[config.mk]
export PLATFORM = sky130hd
export DESIGN_NAME = sync_fifo_flex
export DESIGN_NICKNAME = d
export VERILOG_FILES = /design/src/rtl/sync_fifo_pkg.sv /design/src/rtl/fifo_mem_2p.sv /design/src/rtl/sync_fifo_flex.sv
export SDC_FILE = /design/constraint.sdc
export NUM_CORES = 1
export LEC_CHECK = 0
export ABC_AREA = 1
export BUFFER_PORTS_ARGS = -buffer_cell sky130_fd_sc_hd__buf_4
export CORE_MARGIN = 5
export CORE_UTILIZATION = 50
export DETAILED_ROUTE_END_ITERATION = 12
export HOLD_SLACK_MARGIN = 0.12
export PLACE_DENSITY = 0.67
export SYNTH_ARGS = -nofsm -noshare
export SYNTH_HDL_FRONTEND = slang
export SYNTH_SLANG_ARGS = --single-unit
[constraint.sdc]
create_clock -name clk -period 2.4 [get_ports clk]
set_clock_uncertainty 0.2 [all_clocks]
set_input_delay 0 -clock clk [delete_from_list [all_inputs] [get_ports clk]]
set_output_delay 0 -clock clk [all_outputs]
set_load 0.01 [all_outputs]
[src/rtl/sync_fifo_pkg.sv]
// Shared definitions for the single-clock flexible FIFO: read-mode constants
// and the threshold legality rule checked when the FIFO is elaborated.
package sync_fifo_pkg;

   localparam int FIFO_STD  = 0;  // registered read, data_valid pulses
   localparam int FIFO_FWFT = 1;  // first-word-fall-through, head word on data_out

   // Threshold legality: almost-full in 1..depth, almost-empty in 0..depth-1.
   function automatic bit thresh_ok(input int depth, input int afull, input int aempty);
      return (afull >= 1) && (afull <= depth) && (aempty >= 0) && (aempty <= depth - 1);
   endfunction

endpackage

[src/rtl/fifo_mem_2p.sv]
// Storage array for sync_fifo_flex: DEPTH x DATA_WIDTH, synchronous write,
// asynchronous read, no reset (contents are undefined until written).
module fifo_mem_2p #(
   parameter int DATA_WIDTH = 8,
   parameter int ADDR_WIDTH = 4
) (
   input  logic                  clk,
   input  logic                  we,
   input  logic [ADDR_WIDTH-1:0] waddr,
   input  logic [DATA_WIDTH-1:0] wdata,
   input  logic [ADDR_WIDTH-1:0] raddr,
   output logic [DATA_WIDTH-1:0] rdata
);

   localparam int DEPTH = 1 << ADDR_WIDTH;

   logic [DATA_WIDTH-1:0] mem [DEPTH];

   // Write port: one word per clock when enabled.
   always_ff @(posedge clk) begin
      if (we) mem[waddr] <= wdata;
   end

   assign rdata = mem[raddr];

endmodule

[src/rtl/sync_fifo_flex.sv]
// Single-clock FIFO with standard or first-word-fall-through read mode,
// programmable almost-full/almost-empty flags, fill level and sticky
// overflow/underflow errors. Capacity is DEPTH words in both modes; in FWFT
// mode the output register counts as one of those words.
//
// Request semantics: a write is accepted iff wr_en && !fifo_full, a read iff
// rd_en && !fifo_Mty, both judged on registered state at the clock edge (a
// read in the same cycle does not make room for a write while full). A
// request that is not accepted changes no data state and only sets the
// matching sticky error flag.
module sync_fifo_flex
   import sync_fifo_pkg::*;
#(
   parameter int DATA_WIDTH    = 8,
   parameter int ADDR_WIDTH    = 4,
   parameter int FWFT          = FIFO_STD,
   parameter int AFULL_THRESH  = (1 << ADDR_WIDTH) - 2,
   parameter int AEMPTY_THRESH = 2
) (
   input  logic                  clk,
   input  logic                  reset,
   input  logic                  wr_en,
   input  logic [DATA_WIDTH-1:0] data_in,
   input  logic                  rd_en,
   output logic [DATA_WIDTH-1:0] data_out,
   output logic                  data_valid,
   output logic                  fifo_full,
   output logic                  fifo_Mty,
   output logic                  fifo_afull,
   output logic                  fifo_aempty,
   output logic [ADDR_WIDTH:0]   fill_level,
   output logic                  overflow,
   output logic                  underflow,
   input  logic                  clr_err
);

   localparam int DEPTH = 1 << ADDR_WIDTH;
   localparam logic [ADDR_WIDTH:0] DEPTH_L  = (ADDR_WIDTH+1)'(DEPTH);
   localparam logic [ADDR_WIDTH:0] AFULL_L  = (ADDR_WIDTH+1)'(AFULL_THRESH);
   localparam logic [ADDR_WIDTH:0] AEMPTY_L = (ADDR_WIDTH+1)'(AEMPTY_THRESH);
   localparam logic [ADDR_WIDTH:0] ONE_L    = (ADDR_WIDTH+1)'(1);

   if (!thresh_ok(DEPTH, AFULL_THRESH, AEMPTY_THRESH)) begin : g_bad_thresh
      $error("sync_fifo_flex: AFULL_THRESH/AEMPTY_THRESH out of legal range");
   end
   if (FWFT != FIFO_STD && FWFT != FIFO_FWFT) begin : g_bad_mode
      $error("sync_fifo_flex: FWFT must be FIFO_STD or FIFO_FWFT");
   end

   // Pointers carry one extra wrap bit; memory uses the low ADDR_WIDTH bits.
   logic [ADDR_WIDTH:0]   wr_ptr, rd_ptr;
   logic [ADDR_WIDTH:0]   level_nxt;
   logic [DATA_WIDTH-1:0] mem_rdata;
   logic                  wr_acc, rd_acc;
   logic                  mem_we, rd_adv;
   logic                  out_load_mem, out_load_in, out_clear;

   assign wr_acc = wr_en && !fifo_full;
   assign rd_acc = rd_en && !fifo_Mty;

   // Route accepted requests to memory / output register and compute the next level.
   always_comb begin
      mem_we       = wr_acc;
      rd_adv       = rd_acc;
      out_load_mem = 1'b0;
      out_load_in  = 1'b0;
      out_clear    = 1'b0;
      if (FWFT == FIFO_FWFT) begin
         // The output register is refillable when empty or popped this cycle.
         // Memory head has priority; a write bypasses memory only when both
         // the output register and memory would otherwise be empty.
         out_load_mem = (!data_valid || rd_acc) && (wr_ptr != rd_ptr);
         out_load_in  = (!data_valid || rd_acc) && (wr_ptr == rd_ptr) && wr_acc;
         out_clear    = rd_acc && !out_load_mem && !out_load_in;
         mem_we       = wr_acc && !out_load_in;
         rd_adv       = out_load_mem;
      end
      level_nxt = fill_level;
      if (wr_acc && !rd_acc)      level_nxt = fill_level + ONE_L;
      else if (rd_acc && !wr_acc) level_nxt = fill_level - ONE_L;
   end

   fifo_mem_2p #(
      .DATA_WIDTH (DATA_WIDTH),
      .ADDR_WIDTH (ADDR_WIDTH)
   ) u_mem (
      .clk   (clk),
      .we    (mem_we),
      .waddr (wr_ptr[ADDR_WIDTH-1:0]),
      .wdata (data_in),
      .raddr (rd_ptr[ADDR_WIDTH-1:0]),
      .rdata (mem_rdata)
   );

   // Pointers, fill level and level-derived flags, all registered.
   always_ff @(posedge clk or posedge reset) begin
      if (reset) begin
         wr_ptr      <= '0;
         rd_ptr      <= '0;
         fill_level  <= '0;
         fifo_full   <= 1'b0;
         fifo_Mty    <= 1'b1;
         fifo_afull  <= 1'b0;
         fifo_aempty <= 1'b1;
      end else begin
         if (mem_we) wr_ptr <= wr_ptr + ONE_L;
         if (rd_adv) rd_ptr <= rd_ptr + ONE_L;
         fill_level  <= level_nxt;
         fifo_full   <= (level_nxt == DEPTH_L);
         fifo_Mty    <= (level_nxt == '0);
         fifo_afull  <= (level_nxt >= AFULL_L);
         fifo_aempty <= (level_nxt <= AEMPTY_L);
      end
   end

   // Output stage: registered read (standard) or head-word register (FWFT).
   always_ff @(posedge clk or posedge reset) begin
      if (reset) begin
         data_out   <= '0;
         data_valid <= 1'b0;
      end else if (FWFT == FIFO_FWFT) begin
         if (out_load_mem) begin
            data_out   <= mem_rdata;
            data_valid <= 1'b1;
         end else if (out_load_in) begin
            data_out   <= data_in;
            data_valid <= 1'b1;
         end else if (out_clear) begin
            data_valid <= 1'b0;
         end
      end else begin
         if (rd_acc) data_out <= mem_rdata;
         data_valid <= rd_acc;
      end
   end

   // Sticky error flags; a new error in the same cycle wins over clr_err.
   always_ff @(posedge clk or posedge reset) begin
      if (reset) begin
         overflow  <= 1'b0;
         underflow <= 1'b0;
      end else begin
         overflow  <= (wr_en && fifo_full) || (overflow && !clr_err);
         underflow <= (rd_en && fifo_Mty) || (underflow && !clr_err);
      end
   end

endmodule

==> results_dict.tcl <==
set metrics [dict create \
    crit_start "fifo_full$_DFF_PP0_" \
    path_cells "nor2_4 -> nand2_1 -> nor2_1" \
    slowest_stage "nor2_1" \
    crit_path_start_kind "flop" \
    hpwl_microns 9450 \
    tightestPinTransition_ps 736 \
    totalWireLength_microns 15000 \
    core-area_sq_um 12700 \
    synth_adder_area_share_pct 1.34 \
    seqCellArea_sq_um 4550 \
    ys_dominant_reg_cell "edfxtp_1" \
    grt_max_degree 42 \
    num_vias 4364 \
    synth.avg_cell_area_sq_um 11.4 \
    max_freq_mhz 520 \
    fillers 1062 \
    hold_path.class "in -> reg" \
    synth_compound_area_share_pct 4.25 \
    synth-simple-area-share_pct 20.3 \
    drtPass1Iterations 5 \
    globalplace.congestion 0.909 \
    initial_utilization_pct 51.4 \
    syn_nets 594 \
    synth_xor_xnor_area_share_pct 1.07 \
    ir_worst_vdd_uv 558 \
    async_flop_share_pct 17.9 \
    syn-instance-count 574 \
    maxCapViolations 0 \
    muxShareOfSynthArea_pct 0 \
    syn2layout_area_growth_pct 18.0 \
    yosysWarnings 0 \
    setup_tns_ps 0 \
    netlist.area_leader.share_pct 58.8 \
    timing.rr.start "fifo_full$_DFF_PP0_" \
    clk_latency_ps 420 \
    slew_viol_final 0 \
    crit_type "reg -> reg" \
    synth.yosys.seq_area_share_pct 69.5 \
    yosys.area.top_type "edfxtp_1" \
    p_per_area_nw_per_um2 1180 \
    netlist_area_sq_um 6540 \
    ys_top_cells_by_count "nand2_1 (192), edfxtp_1 (128), nand3_1 (67), dfrtp_1 (26)" \
    hold_viol 0 \
    ios 33 \
    grt-ovfl-total 0 \
    ys_seq_elements 156 \
    synth.area.top_cells "edfxtp_1 (59%), nand2_1 (11%), dfrtp_1 (9.9%)" \
    rsz0062_at_grt "false" \
    dieArea_sq_um 15500 \
    die_h_microns 124 \
    routed_via_density 5.31 \
    num_rows 41 \
    min_period_over_period_pct 80.1 \
    synth_top_family_by_area "simple AND/OR/NAND/NOR gates" \
    clkSlewWorstSetupHoldPaths_ps 60 \
    crit_required_ps 2250 \
    slowest_delay_ps 510 \
    drt-initial-drc-count 428 \
    critPathArrivalTime_ps 1770 \
    max_slew_margin_pct 50.9 \
    cts.sinks 156 \
    post-route-drc-count 0 \
    ant_nets 0 \
    power_mw 9.09 \
    cts_tree "built" \
    drive_above_1_share_pct 15.5 \
    synth.most_common_cell "nand2_1" \
    synth.distinct_cells 29 \
    r2r-end "u_mem.mem[6][6]$_DFFE_PP_" \
    cts_buffer_depth 2 \
    finalCriticalPeriod_ps 1920 \
    nets 657 \
    leakage_nw 3.06 \
    reg2reg_depth 3 \
    synth_edf_count 128 \
    cts-root-buf "clkbuf_16" \
    r2r_slack_ps 480 \
    critical_path.endpoint "u_mem.mem[6][6]$_DFFE_PP_" \
    cts_buffers 17 \
    finalSetupViolations 0 \
    cp-end-kind "flop" \
    grt_pass1_vias 4313 \
    status "finished, final reports clean" \
    wl_per_cell_microns 18.3 \
    io_buffers 32 \
    grt_pass1_wl_microns 23700 \
    multi_input_area_sq_um 1760 \
    num_antenna_cells 0 \
    ctsHtreeMaxLevel 4 \
    antenna_found_initial 0 \
    cp_max_fo 11 \
    groute.usage.overall_pct 20.0 \
    fp.dieW_microns 124 \
]
worst max-delay path: cells and delay by family, from the launching register on:
family,cells,cell delay [ps]
AND/OR/NAND/NOR,3,950
flip-flops,1,410
power by group:
| group | leakage (nW) | total [mW] | switching [mW] | internal (mW) |
|---|---|---|---|---|
| Clock | 0.259 | 2.48 | 1.03 | 1.45 |
| Combinational | 1.32 | 2.99 | 1.99 | 1.00 |
| Sequential | 1.49 | 3.62 | 0.261 | 3.36 |
| Total | 3.06 | 9.09 | 3.28 | 5.81 |
worst min-delay path by stage:
stage / start / to / cells after the start
after floorplan: reset / data_out[0]$_DFFE_PP0P_ / 1
after CTS: wr_en / overflow$_DFF_PP0_ / 4
after detailed placement: reset / data_out[7]$_DFFE_PP0P_ / 2
after global placement: reset / data_out[7]$_DFFE_PP0P_ / 2
after global routing: wr_en / overflow$_DFF_PP0_ / 4
final: wr_en / overflow$_DFF_PP0_ / 4
cell usage in the layout, fill, tap and decap left out, drive strengths merged:
| cell | count |
|---|---|
| clkbuf | 21 |
| bufinv | 1 |
| o22ai | 2 |
| xnor2 | 1 |
| dfstp | 2 |
| o211ai | 8 |
| clkinv | 5 |
| inv | 27 |
| nand3 | 67 |
| nor2 | 29 |
| edfxtp | 128 |
| ha | 7 |
| dlygate4sd3 | 15 |
| clkinvlp | 4 |
| nand4 | 1 |
| dfrtp | 26 |
| a21boi | 8 |
| xor2 | 7 |
| a21oi | 25 |
| or2 | 1 |
| nand3b | 9 |
| o21ai | 4 |
| nor3 | 1 |
| buf | 53 |
| nand2 | 198 |
per-stage QoR:
step                std cells  hold WS (ps)  setup WS (ps)  util (%)  area, sq um
floorplan                 574          -136            613         -         6540
global placement          775         -38.3            563      55.2         7020
detailed placement        775         -20.3            461      55.2         7020
CTS                       822           234            481      60.7         7720
global route              822           257            328      60.7         7720
finish                    822           227            478      60.7         7720
cell families after synthesis:
| family | count (synthesis) |
|---|---|
| AOI/OAI and AO/OA | 47 |
| xor gates and xnor gates | 8 |
| adders and majority gates | 7 |
| buffers and inverters | 50 |
| DFF | 156 |
| and+or+nand+nor | 306 |
area by class of cell:
class / instances / share of cell area, %
Multi-Input combinational cell: 368 / 22.8
Inverter: 26 / 1.26
Clock buffer: 21 / 5.83
Sequential cell: 156 / 58.9
Clock inverter: 11 / 1.26
Tap cell: 172 / 2.79
Timing Repair Buffer: 68 / 7.10
repair_timing:
action                                 CTS  global route
hold buffers                            15             0
resized for setup                        0             0
endpoints found under the hold margin  182             0
buffers inserted                         0             0
state kept, by name, summed over array words and instances, names as in the netlist:
| name | cells |
|---|---|
| fill_level | 5 |
| u_mem.mem | 128 |
| fifo_aempty | 1 |
| data_out | 8 |
| underflow | 1 |
| overflow | 1 |
| fifo_full | 1 |
| fifo_afull | 1 |
| data_valid | 1 |
| fifo_Mty | 1 |
| rd_ptr | 4 |
| wr_ptr | 4 |
routing by layer:
| metal | track usage (%) | share of wire [%] |
|---|---|---|
| met1 | 26.5 | 43 |
| met2 | 32.3 | 49 |
| met3 | 4.03 | 5.4 |
| met4 | 8.38 | 2.6 |
| met5 | 0 | 0 |
No activity file was read; power rests on OpenSTA's default activity.
